$ cat config.mk
export PLATFORM = sky130hd
export DESIGN_NAME = pipe_hazard_ctrl_flat
export DESIGN_NICKNAME = d
export VERILOG_FILES = /design/src/rtl/pipe_hazard_ctrl_pkg.sv /design/src/rtl/pipe_hazard_ctrl_if.sv /design/src/rtl/pipe_hazard_ctrl_src_hazard_chk.sv /design/src/rtl/pipe_hazard_ctrl.sv /design/src/flat_wrapper.sv
export SDC_FILE = /design/constraint.sdc
export NUM_CORES = 1
export LEC_CHECK = 0
export ABC_AREA = 1
export CAP_MARGIN = 5
export CORE_ASPECT_RATIO = 1.75
export CORE_MARGIN = 1
export CORE_UTILIZATION = 30
export CTS_CLUSTER_SIZE = 40
export DETAILED_ROUTE_END_ITERATION = 10
export SLEW_MARGIN = 30
export SYNTH_ARGS = -nofsm -noshare
export SYNTH_HDL_FRONTEND = slang
export SYNTH_HIERARCHICAL = 1
export SYNTH_SLANG_ARGS = --single-unit
$ cat constraint.sdc
create_clock -name clk -period 2.57 [get_ports clk]
set_clock_uncertainty 0.05 [all_clocks]
set_input_delay 0.3855 -clock clk [delete_from_list [all_inputs] [get_ports clk]]
set_output_delay 0.3855 -clock clk [all_outputs]
set_load 0.1 [all_outputs]
$ cat src/rtl/pipe_hazard_ctrl_pkg.sv
// Shared definitions for the EXE/MEM/WB sequencer and the ID interlock/bypass logic.
// A shadow entry is one pipeline writer; its width is $bits(shadow_t).
package pipe_hazard_ctrl_pkg;

  localparam int unsigned RF_ADDR_W = 5;
  localparam int unsigned RDY_W     = 3;

  // Bypass select codes consumed by the ID operand muxes
  localparam logic [1:0] FWD_SEL_RF  = 2'b00;
  localparam logic [1:0] FWD_SEL_EXE = 2'b01;
  localparam logic [1:0] FWD_SEL_MEM = 2'b10;
  localparam logic [1:0] FWD_SEL_WB  = 2'b11;

  // One-hot stage at which a writer's result becomes valid
  localparam logic [RDY_W-1:0] RDY_STAGE_EXE = 3'b001;
  localparam logic [RDY_W-1:0] RDY_STAGE_MEM = 3'b010;
  localparam logic [RDY_W-1:0] RDY_STAGE_WB  = 3'b100;

  typedef struct packed {
    logic                 wen;
    logic [RF_ADDR_W-1:0] addr;
    logic [RDY_W-1:0]     rdy;
  } shadow_t;

  typedef enum logic [1:0] {
    STG_EXE,
    STG_MEM,
    STG_WB
  } stage_e;

  // A result is available once the entry has reached (or passed) its ready stage.
  // WB always counts as ready: the write is landing this cycle.
  function automatic logic data_ready(input logic [RDY_W-1:0] rdy, input stage_e stg);
    logic [RDY_W-1:0] avail;
    case (stg)
      STG_EXE: avail = RDY_STAGE_EXE;
      STG_MEM: avail = RDY_STAGE_EXE | RDY_STAGE_MEM;
      default: avail = RDY_STAGE_EXE | RDY_STAGE_MEM | RDY_STAGE_WB;
    endcase
    return (stg == STG_WB) || (|(rdy & avail));
  endfunction

endpackage

$ cat src/rtl/pipe_hazard_ctrl_if.sv
// Handshake/bus bundle between the ID stage logic and pipe_hazard_ctrl.
// Optional perf counters appear when PIPE_HAZARD_PERF_CNT_EN is defined.
interface pipe_hazard_ctrl_if;
  import pipe_hazard_ctrl_pkg::*;

  logic                 id_valid;
  logic [RF_ADDR_W-1:0] id_rj_addr;
  logic [RF_ADDR_W-1:0] id_rk_addr;
  logic                 id_rj_read;
  logic                 id_rk_read;
  logic [RF_ADDR_W-1:0] id_rd_addr;
  logic                 id_rf_wen;
  logic [RDY_W-1:0]     id_rdy_stage;
  logic                 exe_ready_go;
  logic                 mem_ready_go;
  logic                 wb_ready_go;
  logic                 flush;

  logic                 id_stall;
  logic                 id_allowin;
  logic                 id_to_exe_fire;
  logic                 exe_valid;
  logic                 mem_valid;
  logic                 wb_valid;
  logic                 exe_allowin;
  logic                 mem_allowin;
  logic                 wb_allowin;
  logic [1:0]           rj_fwd_sel;
  logic [1:0]           rk_fwd_sel;
`ifdef PIPE_HAZARD_PERF_CNT_EN
  logic [31:0]          stall_cycles;
  logic [31:0]          load_use_stalls;
`endif

  modport master (
    output id_valid, id_rj_addr, id_rk_addr, id_rj_read, id_rk_read,
    output id_rd_addr, id_rf_wen, id_rdy_stage,
    output exe_ready_go, mem_ready_go, wb_ready_go, flush,
    input  id_stall, id_allowin, id_to_exe_fire,
    input  exe_valid, mem_valid, wb_valid,
    input  exe_allowin, mem_allowin, wb_allowin,
    input  rj_fwd_sel, rk_fwd_sel
`ifdef PIPE_HAZARD_PERF_CNT_EN
    , input stall_cycles, load_use_stalls
`endif
  );

  modport slave (
    input  id_valid, id_rj_addr, id_rk_addr, id_rj_read, id_rk_read,
    input  id_rd_addr, id_rf_wen, id_rdy_stage,
    input  exe_ready_go, mem_ready_go, wb_ready_go, flush,
    output id_stall, id_allowin, id_to_exe_fire,
    output exe_valid, mem_valid, wb_valid,
    output exe_allowin, mem_allowin, wb_allowin,
    output rj_fwd_sel, rk_fwd_sel
`ifdef PIPE_HAZARD_PERF_CNT_EN
    , output stall_cycles, load_use_stalls
`endif
  );

endinterface

$ cat src/rtl/pipe_hazard_ctrl_src_hazard_chk.sv
// Per-source hazard check: finds the youngest in-flight writer of one ID source
// and either selects its bypass path or requests a stall if it is not ready yet.
module src_hazard_chk
  import pipe_hazard_ctrl_pkg::*;
(
  input  shadow_t              exe_sh,
  input  shadow_t              mem_sh,
  input  shadow_t              wb_sh,
  input  logic                 exe_valid,
  input  logic                 mem_valid,
  input  logic                 wb_valid,
  input  logic [RF_ADDR_W-1:0] src_addr,
  input  logic                 src_read,
  output logic [1:0]           fwd_sel,
  output logic                 stall
);

  function automatic logic hit(input logic vld, input shadow_t sh,
                               input logic [RF_ADDR_W-1:0] addr, input logic rd);
    return vld & sh.wen & (sh.addr != '0) & (sh.addr == addr) & rd;
  endfunction

  logic exe_hit;
  logic mem_hit;
  logic wb_hit;

  // Youngest match wins; an unready youngest match stalls without falling back
  always_comb begin
    exe_hit = hit(exe_valid, exe_sh, src_addr, src_read);
    mem_hit = hit(mem_valid, mem_sh, src_addr, src_read);
    wb_hit  = hit(wb_valid,  wb_sh,  src_addr, src_read);
    fwd_sel = FWD_SEL_RF;
    stall   = 1'b0;
    if (exe_hit) begin
      if (data_ready(exe_sh.rdy, STG_EXE)) fwd_sel = FWD_SEL_EXE;
      else                                 stall   = 1'b1;
    end else if (mem_hit) begin
      if (data_ready(mem_sh.rdy, STG_MEM)) fwd_sel = FWD_SEL_MEM;
      else                                 stall   = 1'b1;
    end else if (wb_hit) begin
      if (data_ready(wb_sh.rdy, STG_WB))   fwd_sel = FWD_SEL_WB;
      else                                 stall   = 1'b1;
    end
  end

endmodule

$ cat src/rtl/pipe_hazard_ctrl.sv
// EXE/MEM/WB sequencer plus ID interlock and bypass-select controller.
// Tracks stage valid bits and a writer shadow per stage; derives allowin chain,
// ID fire/stall and per-source bypass selects.
// Define PIPE_HAZARD_PERF_CNT_EN to add stall_cycles / load_use_stalls counters.
module pipe_hazard_ctrl
  import pipe_hazard_ctrl_pkg::*;
(
  input logic               clk,
  input logic               reset,
  pipe_hazard_ctrl_if.slave hz
);

  logic    exe_valid_q, exe_valid_d;
  logic    mem_valid_q, mem_valid_d;
  logic    wb_valid_q,  wb_valid_d;
  shadow_t exe_sh_q,    exe_sh_d;
  shadow_t mem_sh_q,    mem_sh_d;
  shadow_t wb_sh_q,     wb_sh_d;

  logic       wb_allowin;
  logic       mem_allowin;
  logic       exe_allowin;
  logic       id_stall;
  logic       id_to_exe_fire;
  logic       rj_stall;
  logic       rk_stall;
  logic [1:0] rj_fwd_sel;
  logic [1:0] rk_fwd_sel;

  src_hazard_chk u_rj_chk (
    .exe_sh    (exe_sh_q),
    .mem_sh    (mem_sh_q),
    .wb_sh     (wb_sh_q),
    .exe_valid (exe_valid_q),
    .mem_valid (mem_valid_q),
    .wb_valid  (wb_valid_q),
    .src_addr  (hz.id_rj_addr),
    .src_read  (hz.id_rj_read),
    .fwd_sel   (rj_fwd_sel),
    .stall     (rj_stall)
  );

  src_hazard_chk u_rk_chk (
    .exe_sh    (exe_sh_q),
    .mem_sh    (mem_sh_q),
    .wb_sh     (wb_sh_q),
    .exe_valid (exe_valid_q),
    .mem_valid (mem_valid_q),
    .wb_valid  (wb_valid_q),
    .src_addr  (hz.id_rk_addr),
    .src_read  (hz.id_rk_read),
    .fwd_sel   (rk_fwd_sel),
    .stall     (rk_stall)
  );

  // Backpressure chain from WB toward ID, then the ID->EXE handshake
  always_comb begin
    wb_allowin     = !wb_valid_q  | hz.wb_ready_go;
    mem_allowin    = !mem_valid_q | (hz.mem_ready_go & wb_allowin);
    exe_allowin    = !exe_valid_q | (hz.exe_ready_go & mem_allowin);
    id_stall       = hz.id_valid & (rj_stall | rk_stall);
    id_to_exe_fire = hz.id_valid & !id_stall & exe_allowin & !hz.flush;
  end

  assign hz.wb_allowin     = wb_allowin;
  assign hz.mem_allowin    = mem_allowin;
  assign hz.exe_allowin    = exe_allowin;
  assign hz.id_stall       = id_stall;
  assign hz.id_to_exe_fire = id_to_exe_fire;
  assign hz.id_allowin     = !hz.id_valid | id_to_exe_fire;
  assign hz.exe_valid      = exe_valid_q;
  assign hz.mem_valid      = mem_valid_q;
  assign hz.wb_valid       = wb_valid_q;
  assign hz.rj_fwd_sel     = rj_fwd_sel;
  assign hz.rk_fwd_sel     = rk_fwd_sel;

  // Stage advance: each valid bit and its shadow move together; flush kills EXE only
  always_comb begin
    exe_valid_d = exe_valid_q;
    mem_valid_d = mem_valid_q;
    wb_valid_d  = wb_valid_q;
    exe_sh_d    = exe_sh_q;
    mem_sh_d    = mem_sh_q;
    wb_sh_d     = wb_sh_q;
    if (exe_allowin) begin
      exe_valid_d  = id_to_exe_fire;
      exe_sh_d.wen  = hz.id_rf_wen;
      exe_sh_d.addr = hz.id_rd_addr;
      exe_sh_d.rdy  = hz.id_rdy_stage;
    end
    if (hz.flush) exe_valid_d = 1'b0;
    if (mem_allowin) begin
      mem_valid_d = exe_valid_q & hz.exe_ready_go;
      mem_sh_d    = exe_sh_q;
    end
    if (wb_allowin) begin
      wb_valid_d = mem_valid_q & hz.mem_ready_go;
      wb_sh_d    = mem_sh_q;
    end
  end

  // Stage state registers
  always_ff @(posedge clk or posedge reset) begin
    if (reset) begin
      exe_valid_q <= 1'b0;
      mem_valid_q <= 1'b0;
      wb_valid_q  <= 1'b0;
      exe_sh_q    <= '0;
      mem_sh_q    <= '0;
      wb_sh_q     <= '0;
    end else begin
      exe_valid_q <= exe_valid_d;
      mem_valid_q <= mem_valid_d;
      wb_valid_q  <= wb_valid_d;
      exe_sh_q    <= exe_sh_d;
      mem_sh_q    <= mem_sh_d;
      wb_sh_q     <= wb_sh_d;
    end
  end

`ifdef PIPE_HAZARD_PERF_CNT_EN
  logic [31:0] stall_cycles_q,    stall_cycles_d;
  logic [31:0] load_use_stalls_q, load_use_stalls_d;
  logic        load_use_q,        load_use_d;
  logic        exe_is_load;

  // A load sitting in EXE is always the youngest match, so any read of its
  // destination is a load-use stall; count only its first cycle
  always_comb begin
    exe_is_load = exe_valid_q & exe_sh_q.wen & (exe_sh_q.addr != '0) &
                  (exe_sh_q.rdy == RDY_STAGE_MEM);
    load_use_d  = hz.id_valid & exe_is_load &
                  ((hz.id_rj_read & (hz.id_rj_addr == exe_sh_q.addr)) |
                   (hz.id_rk_read & (hz.id_rk_addr == exe_sh_q.addr)));
    stall_cycles_d    = stall_cycles_q + {31'b0, id_stall};
    load_use_stalls_d = load_use_stalls_q + {31'b0, load_use_d & !load_use_q};
  end

  // Performance counter registers
  always_ff @(posedge clk or posedge reset) begin
    if (reset) begin
      stall_cycles_q    <= '0;
      load_use_stalls_q <= '0;
      load_use_q        <= 1'b0;
    end else begin
      stall_cycles_q    <= stall_cycles_d;
      load_use_stalls_q <= load_use_stalls_d;
      load_use_q        <= load_use_d;
    end
  end

  assign hz.stall_cycles    = stall_cycles_q;
  assign hz.load_use_stalls = load_use_stalls_q;
`endif

endmodule

$ cat src/flat_wrapper.sv
// flat-port wrapper written by rule: the top's interface ports become plain ports
module pipe_hazard_ctrl_flat import pipe_hazard_ctrl_pkg::*;
  (clk, reset, hz_id_valid, hz_id_rj_addr, hz_id_rk_addr, hz_id_rj_read, hz_id_rk_read, hz_id_rd_addr, hz_id_rf_wen, hz_id_rdy_stage, hz_exe_ready_go, hz_mem_ready_go, hz_wb_ready_go, hz_flush, hz_id_stall, hz_id_allowin, hz_id_to_exe_fire, hz_exe_valid, hz_mem_valid, hz_wb_valid, hz_exe_allowin, hz_mem_allowin, hz_wb_allowin, hz_rj_fwd_sel, hz_rk_fwd_sel);
  pipe_hazard_ctrl_if hz_i ();
  input logic clk;
  input logic reset;
  input wire logic [$bits(hz_i.id_valid)-1:0] hz_id_valid;
  input wire logic [$bits(hz_i.id_rj_addr)-1:0] hz_id_rj_addr;
  input wire logic [$bits(hz_i.id_rk_addr)-1:0] hz_id_rk_addr;
  input wire logic [$bits(hz_i.id_rj_read)-1:0] hz_id_rj_read;
  input wire logic [$bits(hz_i.id_rk_read)-1:0] hz_id_rk_read;
  input wire logic [$bits(hz_i.id_rd_addr)-1:0] hz_id_rd_addr;
  input wire logic [$bits(hz_i.id_rf_wen)-1:0] hz_id_rf_wen;
  input wire logic [$bits(hz_i.id_rdy_stage)-1:0] hz_id_rdy_stage;
  input wire logic [$bits(hz_i.exe_ready_go)-1:0] hz_exe_ready_go;
  input wire logic [$bits(hz_i.mem_ready_go)-1:0] hz_mem_ready_go;
  input wire logic [$bits(hz_i.wb_ready_go)-1:0] hz_wb_ready_go;
  input wire logic [$bits(hz_i.flush)-1:0] hz_flush;
  output wire logic [$bits(hz_i.id_stall)-1:0] hz_id_stall;
  output wire logic [$bits(hz_i.id_allowin)-1:0] hz_id_allowin;
  output wire logic [$bits(hz_i.id_to_exe_fire)-1:0] hz_id_to_exe_fire;
  output wire logic [$bits(hz_i.exe_valid)-1:0] hz_exe_valid;
  output wire logic [$bits(hz_i.mem_valid)-1:0] hz_mem_valid;
  output wire logic [$bits(hz_i.wb_valid)-1:0] hz_wb_valid;
  output wire logic [$bits(hz_i.exe_allowin)-1:0] hz_exe_allowin;
  output wire logic [$bits(hz_i.mem_allowin)-1:0] hz_mem_allowin;
  output wire logic [$bits(hz_i.wb_allowin)-1:0] hz_wb_allowin;
  output wire logic [$bits(hz_i.rj_fwd_sel)-1:0] hz_rj_fwd_sel;
  output wire logic [$bits(hz_i.rk_fwd_sel)-1:0] hz_rk_fwd_sel;
  assign hz_i.id_valid = hz_id_valid;
  assign hz_i.id_rj_addr = hz_id_rj_addr;
  assign hz_i.id_rk_addr = hz_id_rk_addr;
  assign hz_i.id_rj_read = hz_id_rj_read;
  assign hz_i.id_rk_read = hz_id_rk_read;
  assign hz_i.id_rd_addr = hz_id_rd_addr;
  assign hz_i.id_rf_wen = hz_id_rf_wen;
  assign hz_i.id_rdy_stage = hz_id_rdy_stage;
  assign hz_i.exe_ready_go = hz_exe_ready_go;
  assign hz_i.mem_ready_go = hz_mem_ready_go;
  assign hz_i.wb_ready_go = hz_wb_ready_go;
  assign hz_i.flush = hz_flush;
  assign hz_id_stall = hz_i.id_stall;
  assign hz_id_allowin = hz_i.id_allowin;
  assign hz_id_to_exe_fire = hz_i.id_to_exe_fire;
  assign hz_exe_valid = hz_i.exe_valid;
  assign hz_mem_valid = hz_i.mem_valid;
  assign hz_wb_valid = hz_i.wb_valid;
  assign hz_exe_allowin = hz_i.exe_allowin;
  assign hz_mem_allowin = hz_i.mem_allowin;
  assign hz_wb_allowin = hz_i.wb_allowin;
  assign hz_rj_fwd_sel = hz_i.rj_fwd_sel;
  assign hz_rk_fwd_sel = hz_i.rk_fwd_sel;
  pipe_hazard_ctrl u_core (.clk(clk), .reset(reset), .hz(hz_i));
endmodule
**Word-level counts from Yosys, hierarchy flattened**

Index checks and enable logic that the tools add are counted.

- Muxes and demuxes: 26
- Equality and inequality tests: 6
- Bitwise operators: 35
- Reduce and logical (&&, ||, !) cells: 14

Operators with widths:

| kind | number |
|---|---|
| $eq 5x5->1 | 6 |
| $and 1x1->1 | 26 |
| $mux 3 | 6 |
| $mux 2 | 8 |
| $reduce_bool 5->1 | 3 |
| $and 3x3->3 | 4 |
| $mux 1 | 12 |
| $reduce_or 3->1 | 4 |
| $logic_not 1->1 | 6 |
| $or 1x1->1 | 5 |
| $reduce_bool 2->1 | 1 |

- Output and inout bits: 13
- Logic and storage cells: 92
- Flip-flop bits (word level): 27

**Logic depth before layout (Yosys ltp)**

- Depth after elaboration: 19
- Depth in mapped cells: 12
- Depth with buffers taken out: 12

**Cells and area by module**

Netlist, hierarchy kept.

By module, submodules not included:

| module | area an instance (um2) | times used | cells an instance |
|---|---|---|---|
| pipe_hazard_ctrl | 1197.4 | 1 | 132 |
| src_hazard_chk | 498.0 | 2 | 119 |

**Least setup slack after synthesis**

Ideal clock, no wire load.

- Kind: reg2out
- From: register u_core.mem_valid_q, in the netlist u_core/hz.mem_valid
- To: output hz_id_stall
- Path slack: -985 ps
- Data arrival time: 3120 ps
- Stages on the path, launching flop included: 9
- Required time: 2135 ps
- Buffers on the path: 0
- Cells stage by stage: dfrtp_1 nand2_1 a21oi_1 nand2_1 nor2_1 nand4_1 a21oi_1 inv_1 a21oi_1

- Word-level cells in the longest chain between the ends: 8
- Elaborated cells on any way between the ends: 12
- Classes of those cells: mux: 4; bitwise: 8

RTL lines:

| item | RTL line | text |
|---|---|---|
| start: declaration | pipe_hazard_ctrl.sv:14 | `logic mem_valid_q, mem_valid_d;` |
| start signal: assignment | pipe_hazard_ctrl.sv:113 | `mem_valid_q <= mem_valid_d;` |
| $and 1x1->1 (4 in series) | pipe_hazard_ctrl_src_hazard_chk.sv:20 | `return vld & sh.wen & (sh.addr != '0) & (sh.addr == addr) & rd;` |
| $mux 1 | pipe_hazard_ctrl_src_hazard_chk.sv:37 | `end else if (mem_hit) begin` |
| $mux 1 | pipe_hazard_ctrl_src_hazard_chk.sv:34 | `if (exe_hit) begin` |
| net u_core.rj_stall | pipe_hazard_ctrl.sv:25 | `logic rj_stall;` |
| $or 1x1->1 | pipe_hazard_ctrl.sv:61 | `id_stall = hz.id_valid & (rj_stall \| rk_stall);` |
| $and 1x1->1 | pipe_hazard_ctrl.sv:61 |  |
| end: declaration | flat_wrapper.sv:19 | `output wire logic [$bits(hz_i.id_stall)-1:0] hz_id_stall;` |

The timed path passes the listed nets, and every way through them passes these cells.

**Final worst setup path**

- From: input hz_id_rj_addr[2]
- To: output hz_id_allowin

- Word-level cells in the longest chain between the ends: 12
- Elaborated cells on any way between the ends: 15
- Classes of those cells: eq/ne: 2; mux: 2; bitwise: 10; reduce/logical: 1

RTL lines:

| item | RTL line | text |
|---|---|---|
| start: declaration | flat_wrapper.sv:8 | `input wire logic [$bits(hz_i.id_rj_addr)-1:0] hz_id_rj_addr;` |
| $eq 5x5->1 | pipe_hazard_ctrl_src_hazard_chk.sv:20 |  |
| $and 1x1->1 (2 in series) | pipe_hazard_ctrl_src_hazard_chk.sv:20 |  |
| $mux 1 | pipe_hazard_ctrl_src_hazard_chk.sv:37 |  |
| $mux 1 (*) | pipe_hazard_ctrl_src_hazard_chk.sv:34 |  |
| net u_core.rj_stall | pipe_hazard_ctrl.sv:25 |  |
| $or 1x1->1 (*) | pipe_hazard_ctrl.sv:61 |  |
| $and 1x1->1 (*) | pipe_hazard_ctrl.sv:61 |  |
| $logic_not 1->1 (*) | pipe_hazard_ctrl.sv:62 | `id_to_exe_fire = hz.id_valid & !id_stall & exe_allowin & !hz.flush;` |
| $and 1x1->1 (*) (3 in series) | pipe_hazard_ctrl.sv:62 |  |
| $or 1x1->1 (*) | pipe_hazard_ctrl.sv:70 | `assign hz.id_allowin = !hz.id_valid \| id_to_exe_fire;` |
| end: declaration | flat_wrapper.sv:20 | `output wire logic [$bits(hz_i.id_allowin)-1:0] hz_id_allowin;` |

The timed path passes the listed nets; every way through them passes the cells marked *.

==> impl_metrics.toml <==
[run_status]
status = "completed"

[drt]
wirelength_um = 6230
drc = 0
first_pass_iters = 4
drt-wirelength-per-cell_um = 11.9
via_per_inst = 4.50
drtIter0Drc = 112
dr_total_vias = 2348
detail-route-antenna-nets = 0

[sta]
slew_violations = 0
rsz0062_at_grt = "yes"
min_period_ns = 2.49
fin_ws_ns = 0.0794
finalCritPeriodShare_pct = 96.9
hold_slack_ns = 0.438
fmax_ghz = 0.402
finalSetupViolCount = 0
maxSlewHeadroom_pct = 79.7
worst_pin_slew_ns = 0.305
hold_viol_final = 0

[clock_tree]
clkTransAtPathRegs_ns = 0.06
insertion_delay_ns = 0.25
h-tree-depth = 1
cts_tree = "done"
clockBufferDepth = 2
clockRootBuffer = "clkbuf_16"
cts_sinks = 25
hold_buffers = 0
cts_inserted_buffers = 3

[floorplan]
initial_core_util_pct = 31.1
num_rows = 39
die_w_um = 64.0
die_h_um = 110
pin_count = 41
die_area_mm2 = 0.00707
core_area_mm2 = 0.00649

[setup_path]
critPathKind = "input port to output port"
critPathMostFrequentCell = "nand2_1"
cp_top_family = "simple AND/OR/NAND/NOR gates"
worstSetupStartpointType = "input port"
crit_buf_inv = 4
cp-end-kind = "output port"
path_max_fanout = 6
crit_path_max_incr_delay_ns = 0.30
cpMaxStageDelayCell = "clkdlybuf4s15_1"
cp_cell_sequence = "clkdlybuf4s15_1 -> inv_2 -> nand2_1 -> nand2_1 -> nor2_1 -> nand2_1 -> nor3_2 -> a21oi_1 -> inv_1 -> nand2_1 -> nor3_2 -> nand2_2 -> nand2_2 -> buf_12"
cp.arrival_ns = 2.06
required_ns = 2.13

[pwr]
total_power_mw = 1.48
power.density_mw_per_mm2 = 479
power_leakage_nw = 1.73
irDropWorstVdd_v = 0.000575

[cells_and_area]
final_cell_mix = "nand2_1 (138), buf_4 (54), inv_1 (47)"
drive_gt1_share_pct = 28.6
area_growth_pct = 53.0
post-route-util_pct = 47.5
mostFrequentLayoutCell = "nand2_1"
antennaDiodeCount = 0
fin_nets = 469

[synthesis]
syn_inst = 353
synth_nets = 381
ys_warn_count = 6
synth_area_mm2 = 0.00202
syn_avg_cell_area_um2 = 5.71

[run]
max_cap_viol_count = 0

[place]
place_congestion = 0.969
place_hpwl_um = 5190
portBuffers = 39
post-place-ws_ns = -0.257

[global_routing]
first_global_vias = 2229
grt_max_degree = 26
antenna_found_initial = 0
grt_usage_pct = 18.4
overflow = 0
grt_pass1_wl_um = 9890

[hold_path]
hold_class = "input port to asynchronous set/reset pin"
routing by layer:
layer  up-vias  GRT usage, %  part of all wire, %
met2        54          36.1                   58
met3        17         0.930                  2.4
met1      1037          17.9                   35
li1       1240             -                    -
met4         0          11.2                  4.7
met5         -             0                    0
what timing repair did:
action	in CTS	in global routing
setup endpoints to repair	3	3
buffers inserted	0	6
resized for setup	13	24
gates cloned	0	0
pin swaps	2	6
per-stage QoR:
step | cell area [um2] | cells | setup TNS, ns
after floorplan | 2050 | 353 | 0
after global placement | 2930 | 512 | -0.693
after CTS | 3010 | 516 | 0
final | 3090 | 522 | 0
after detailed placement | 2930 | 512 | -0.679
after global routing | 3090 | 522 | -0.142
report_power, final:
part | switching, mW | internal [mW] | total (mW) | leakage (nW)
clock network | 0.119 | 0.211 | 0.331 | 0.0382
registers | 0.0910 | 0.456 | 0.547 | 0.291
logic | 0.364 | 0.237 | 0.601 | 1.40
total | 0.574 | 0.904 | 1.48 | 1.73
path summary, 6_finish.rpt:
path	start	end	slack, ns	cells past startpoint
setup / recovery	hz_id_rj_addr[2]	hz_id_allowin	0.08	14
hold / removal	reset	u_core/wb_sh_q[3]	0.44	3
setup reg to reg	u_core/exe_sh_q[3]	u_core/hz.exe_valid	0.83	13
hold reg to reg	u_core/exe_sh_q[1]	u_core/mem_sh_q[1]	0.45	2
max in group asynchronous	reset	u_core/exe_sh_q[5]	1.77	3
min in group clk	u_core/exe_sh_q[1]	u_core/mem_sh_q[1]	0.45	2
sequential cells by signal (all words and copies together), names as in the netlist:
signal	flops
u_core/hz.mem_valid	1
u_core/exe_sh_q	8
u_core/hz.wb_valid	1
u_core/mem_sh_q	8
u_core/hz.exe_valid	1
u_core/wb_sh_q	6
cell type report:
class	instances	area [um2]
Clock buffer	4	78.8
Tap cell	82	103
Multi-Input combinational cell	262	1190
Timing Repair Buffer	90	855
Inverter	59	225
Fill cell	679	3400
Sequential cell	25	636
worst reg2reg max path: stages, from the launching register on:
cell	delay, ns
dfrtp_2	0.44
inv_2	0.06
nand2_4	0.07
nand3_2	0.06
nor2_1	0.10
nand2_1	0.07
nor3_2	0.17
a21oi_1	0.06
inv_1	0.08
nand2_1	0.07
nor3_2	0.22
buf_4	0.14
inv_1	0.03
nand2_1	0.05
(Power assumes the default switching activity.)
